**src/rtl/hilo_muldiv_ctrl.sv**
```systemverilog
// HI/LO owner with one-bit-per-cycle shift-add multiply and restoring divide; results land DATA_W edges after accept.
// start_i is sampled only in IDLE/DONE and is dropped while busy_o is high; MTHI/MTLO complete in one edge.
module hilo_muldiv_ctrl #(
   parameter int DATA_W = 32
) (
   input  logic              clk_i,
   input  logic              rst_i,
   input  logic              start_i,
   input  logic [2:0]        op_i,
   input  logic [DATA_W-1:0] src1_i,
   input  logic [DATA_W-1:0] src2_i,
   output logic              busy_o,
   output logic              done_o,
   output logic [DATA_W-1:0] hi_o,
   output logic [DATA_W-1:0] lo_o
);

   typedef enum logic [1:0] {IDLE, RUN, DONE} state_t;

   localparam logic [5:0] LAST = 6'(DATA_W - 1);

   state_t              state;
   logic [5:0]          cnt;
   logic [DATA_W-1:0]   hi, lo, addend;
   logic [2*DATA_W-1:0] prod, prod_nxt, p_fix;
   logic                is_div, sgn1, sgn2, div_zero;

   logic                is_signed, s1_neg, s2_neg;
   logic [DATA_W-1:0]   mag1, mag2, diff, q_fix, r_fix;
   logic [DATA_W:0]     sum, shifted;

   always_comb begin
      is_signed = (op_i == 3'd0) || (op_i == 3'd2);
      s1_neg    = is_signed & src1_i[DATA_W-1];
      s2_neg    = is_signed & src2_i[DATA_W-1];
      mag1      = s1_neg ? -src1_i : src1_i;
      mag2      = s2_neg ? -src2_i : src2_i;

      // prod holds {partial product, multiplier} for MUL and {remainder, dividend/quotient} for DIV
      sum      = {1'b0, prod[2*DATA_W-1:DATA_W]} + {1'b0, addend};
      shifted  = prod[2*DATA_W-1:DATA_W-1];
      diff     = shifted[DATA_W-1:0] - addend;
      prod_nxt = prod;
      if (!is_div) begin
         prod_nxt = prod[0] ? {sum, prod[DATA_W-1:1]} : {1'b0, prod[2*DATA_W-1:1]};
      end else if (shifted >= {1'b0, addend}) begin
         prod_nxt = {diff, prod[DATA_W-2:0], 1'b1};
      end else begin
         prod_nxt = {shifted[DATA_W-1:0], prod[DATA_W-2:0], 1'b0};
      end

      p_fix = (sgn1 ^ sgn2) ? -prod_nxt : prod_nxt;
      q_fix = (sgn1 ^ sgn2) ? -prod_nxt[DATA_W-1:0] : prod_nxt[DATA_W-1:0];
      r_fix = sgn1 ? -prod_nxt[2*DATA_W-1:DATA_W] : prod_nxt[2*DATA_W-1:DATA_W];
   end

   always_ff @(posedge clk_i or posedge rst_i) begin
      if (rst_i) begin
         state    <= IDLE;
         cnt      <= '0;
         hi       <= '0;
         lo       <= '0;
         prod     <= '0;
         addend   <= '0;
         is_div   <= 1'b0;
         sgn1     <= 1'b0;
         sgn2     <= 1'b0;
         div_zero <= 1'b0;
      end else begin
         case (state)
            RUN: begin
               prod <= prod_nxt;
               cnt  <= cnt + 6'd1;
               if (cnt == LAST) begin
                  state <= DONE;
                  if (is_div) begin
                     // divide by zero: remainder path already reproduces src1; quotient forced to all ones
                     hi <= r_fix;
                     lo <= div_zero ? '1 : q_fix;
                  end else begin
                     hi <= p_fix[2*DATA_W-1:DATA_W];
                     lo <= p_fix[DATA_W-1:0];
                  end
               end
            end
            default: begin
               state <= IDLE;
               if (start_i) begin
                  if (!op_i[2]) begin
                     state    <= RUN;
                     cnt      <= '0;
                     is_div   <= op_i[1];
                     sgn1     <= s1_neg;
                     sgn2     <= s2_neg;
                     div_zero <= (src2_i == '0);
                     addend   <= op_i[1] ? mag2 : mag1;
                     prod     <= {{DATA_W{1'b0}}, (op_i[1] ? mag1 : mag2)};
                  end else if (op_i == 3'd4) begin
                     hi <= src1_i;
                  end else if (op_i == 3'd5) begin
                     lo <= src1_i;
                  end
               end
            end
         endcase
      end
   end

   assign busy_o = (state == RUN);
   assign done_o = (state == DONE);
   assign hi_o   = hi;
   assign lo_o   = lo;

endmodule
```
**config.mk**
```make
export PLATFORM = sky130hd
export DESIGN_NAME = hilo_muldiv_ctrl
export DESIGN_NICKNAME = d
export VERILOG_FILES = /design/src/rtl/hilo_muldiv_ctrl.sv
export SDC_FILE = /design/constraint.sdc
export NUM_CORES = 1
export LEC_CHECK = 0
export BUFFER_PORTS_ARGS = -buffer_cell sky130_fd_sc_hd__buf_4
export CORE_ASPECT_RATIO = 0.6
export CORE_UTILIZATION = 62
export CTS_BUF_LIST = sky130_fd_sc_hd__clkbuf_4 sky130_fd_sc_hd__clkbuf_8 sky130_fd_sc_hd__clkbuf_16
export DETAILED_ROUTE_END_ITERATION = 12
export PLACE_DENSITY_LB_ADDON = 0.15
export SLEW_MARGIN = 0
export SYNTH_ARGS = -nofsm -noshare
export SYNTH_HDL_FRONTEND = slang
export SYNTH_SLANG_ARGS = --single-unit
```
**constraint.sdc**
```tcl
create_clock -name clk_i -period 6.1 [get_ports clk_i]
set_input_delay 0.61 -clock clk_i [delete_from_list [all_inputs] [get_ports clk_i]]
set_output_delay 0.61 -clock clk_i [all_outputs]
set_load 0.005 [all_outputs]
```
==> reports/summary.txt <==
Number of global-route vias before repair: 16.6k
H-tree depth: 4
Dominant combinational cell family by area after synthesis: compound AO/OA/AOI/OAI gates
Avg Inst Size Synth: 7.50 sq um
Share of cells above drive strength 1: 11.6%
Clock sink count: 172
Syn nets: 2263
Die area: 26300 sq um
Top sig layer: met5
FP Rows: 45
Multiplexer share of the synthesized area: 2.96%
Routed WL: 68500 microns
Synth Area in XOR/XNOR: 7.87%
CTS Buffer Depth: 2
Kind of critical path: flip-flop to flip-flop
EDFF count, synth: 0
Max stage delay on crit path: 0.68 ns
Post-DRT Antenna Nets: 0
Drt initial violations: 3855
Worst Hold Class: primary input to async pin
Hold_buf cts: 0
Final Hold Viols: 0
Area contributors post-synth: dfrtp_1 (27%), a21oi_1 (6.2%), nand2_1 (6.2%)
Slew @ Worst Pin: 1.49 ns
DP HPWL: 51900 microns
Syn. warnings: 0
Yosys top cell by area: dfrtp_1
Core Area: 25200 sq um
Arrival time at the worst endpoint: 6.23 ns
Initial Utilization: 63.1%
Synthesized flop and latch total: 172
Cells along the critical path: ha_1 -> nand2_1 -> o211ai_1 -> o2111ai_1 -> a31o_1 -> a21boi_4 -> o31ai_1 -> o221a_2 -> nor3b_1 -> nand4_1 -> a2111oi_0 -> or3_1 -> nand3_1 -> a31oi_1
CP required: 6.47 ns
Num CTS Buffers: 17
Compound-Gate Fraction of Synth Area: 29.7%
Max-Cap Viols: 1
# setup viols final: 0
Via density: 7.38
Status: finished, violations left
Met3 routed WL: 12300 microns
Seq/Total Area, Yosys: 27.0%
Clk root buf: clkbuf_16
Most frequent cells after synthesis: nand2_1 (263), nor2_1 (221), a21oi_1 (198)
Die H: 126 microns
Initial antenna violation count: 3
Slew Viols, Final: 1
Final layout net count: 2328
Largest net degree at the start of global routing: 115
Pre-antenna DRT Iters: 8
Worst setup SP type: flip-flop
TNS Setup: 0 ns
Area growth syn-to-layout: 12.1%
Post-synth cell types: 77
CP endpoint kind: flip-flop
Most common cell in the netlist: nand2_1
Clk_skew: 0.0109 ns
Total number of vias: 18.7k
Resize count post-CTS: 0
PortBufs: 135
First-pass GRT wire length: 102000 microns
Die X: 209 microns
Mapped cell area: 15900 sq um
Met1 Wirelength: 27900 microns
Synth Area in Simple Gates: 21.9%
Met2 WL: 25200 microns
Minimum period implied by the final worst setup slack: 5.87 ns
Fmax: 170 MHz
Syn Inst Count: 2122
Final Cycle Share: 96.2%
Top cell type's share of synthesized area: 27.0%
I/O pin count: 136
DRC: 0
Ys async rst share: 100%
Final GP Congestion: 1.11
DR WL/cell: 27.0 microns
Clk_lat worst skew: 0.47 ns
Crit-path max FO: 18
Setup Fix Bufs, Post-CTS: 0
WHS: 0.228 ns
Synthesized-area fraction occupied by adder cells: 5.67%
Slowest cell on the critical path: a2111oi_0
Clock-pin slew on the worst setup and hold paths: 0.07 ns
Max_slew headroom: -0.145%
Violated checks: capacitance limit, slew limit
CTS tree: done
Gr ovfl total: 0
Global Route Usage Sum: 51.5%
Unrepaired setup endpoints after global routing: no
Main flop type after synthesis: dfrtp_1
[routing by layer]
layer / vias up / GRT usage (%)
li1: 7942 / -
met1: 8817 / 74.6
met2: 1652 / 64.6
met3: 285 / 24.1
met4: 4 / 19.3
met5: - / 2.72
[per-stage QoR]
step	setup WS, ns	util (%)	area (sq um)	cells
4_1_cts	0.472	70.7	17800	2529
3_3_place_gp	0.694	68.3	17200	2497
3_5_place_dp	0.510	68.3	17200	2497
6_report	0.232	70.8	17900	2533
2_1_floorplan	0.586	-	15900	2122
5_1_grt	0.0338	70.8	17800	2530
[critical path: cells and delay by family (launching register included)]
| kind | cells | cell delay, ns |
|---|---|---|
| compound gates | 8 | 3.37 |
| simple gates | 5 | 1.50 |
| flops | 1 | 0.45 |
| fa+ha+maj | 1 | 0.44 |
[path summary, 6_finish.rpt]
path                                   startpoint                     end  slack, ns  depth (start not counted)
max                          prod[39]$_DFFE_PP0P_    hi_o[26]$_DFFE_PP0P_       0.23                         14
max in group asynchronous                   rst_i    prod[25]$_DFFE_PP0P_       4.80                          3
min                                         rst_i    prod[10]$_DFFE_PP0P_       0.23                          2
min in group clk_i                     src1_i[20]    lo_o[20]$_DFFE_PP0P_       0.49                          3
max reg2reg                  prod[39]$_DFFE_PP0P_    hi_o[26]$_DFFE_PP0P_       0.23                         14
min reg2reg                addend[16]$_DFFE_PP0P_  addend[16]$_DFFE_PP0P_       0.52                          2
[cell families after synthesis]
logic type               Yosys count
AND/OR/NAND/NOR                  756
AO/OA/AOI/OAI                    732
buffers and inverters            202
flip-flops                       172
XOR/XNOR                         143
adder cells (fa/ha/maj)           71
multiplexers                      46
[layout make-up]
type                    count  area, sq um
diodes                      4         10.0
clock buffers              22          482
clock inverters            10          139
fillers                  2036         7370
inverters                  69          265
multi-input cells        1748        10900
flip-flops and latches    172         4310
well taps                 329          412
repair buffers            179         1370
[cell usage in the layout (no fill, tap or decap), types with 11 or more instances in the layout]
| cell type | count |
|---|---|
| a211oi_1 | 74 |
| a21boi_0 | 11 |
| a21o_1 | 23 |
| a21oi_1 | 198 |
| a22o_1 | 18 |
| a31oi_1 | 75 |
| and2_1 | 19 |
| and3_1 | 11 |
| buf_4 | 177 |
| clkbuf_16 | 17 |
| dfrtp_1 | 171 |
| ha_1 | 69 |
| inv_1 | 66 |
| mux2i_1 | 37 |
| nand2_1 | 263 |
| nand2b_1 | 15 |
| nand3_1 | 50 |
| nand4_1 | 34 |
| nor2_1 | 218 |
| nor2b_1 | 15 |
| nor3_1 | 45 |
| nor4_1 | 13 |
| o211ai_1 | 23 |
| o21a_1 | 12 |
| o21ai_0 | 151 |
| o221ai_1 | 13 |
| o31ai_1 | 21 |
| or3_1 | 26 |
| xnor2_1 | 87 |
| xor2_1 | 55 |
[state kept, by name, summed over array words and instances (netlist names), 2 cells and up]
signal,count
cnt,6
addend,32
lo_o,32
hi_o,32
state,2
prod,64
Power is left out: the tool's default activity adds up to more than one toggle a clock period on the data nets, which glitch-free logic cannot reach.
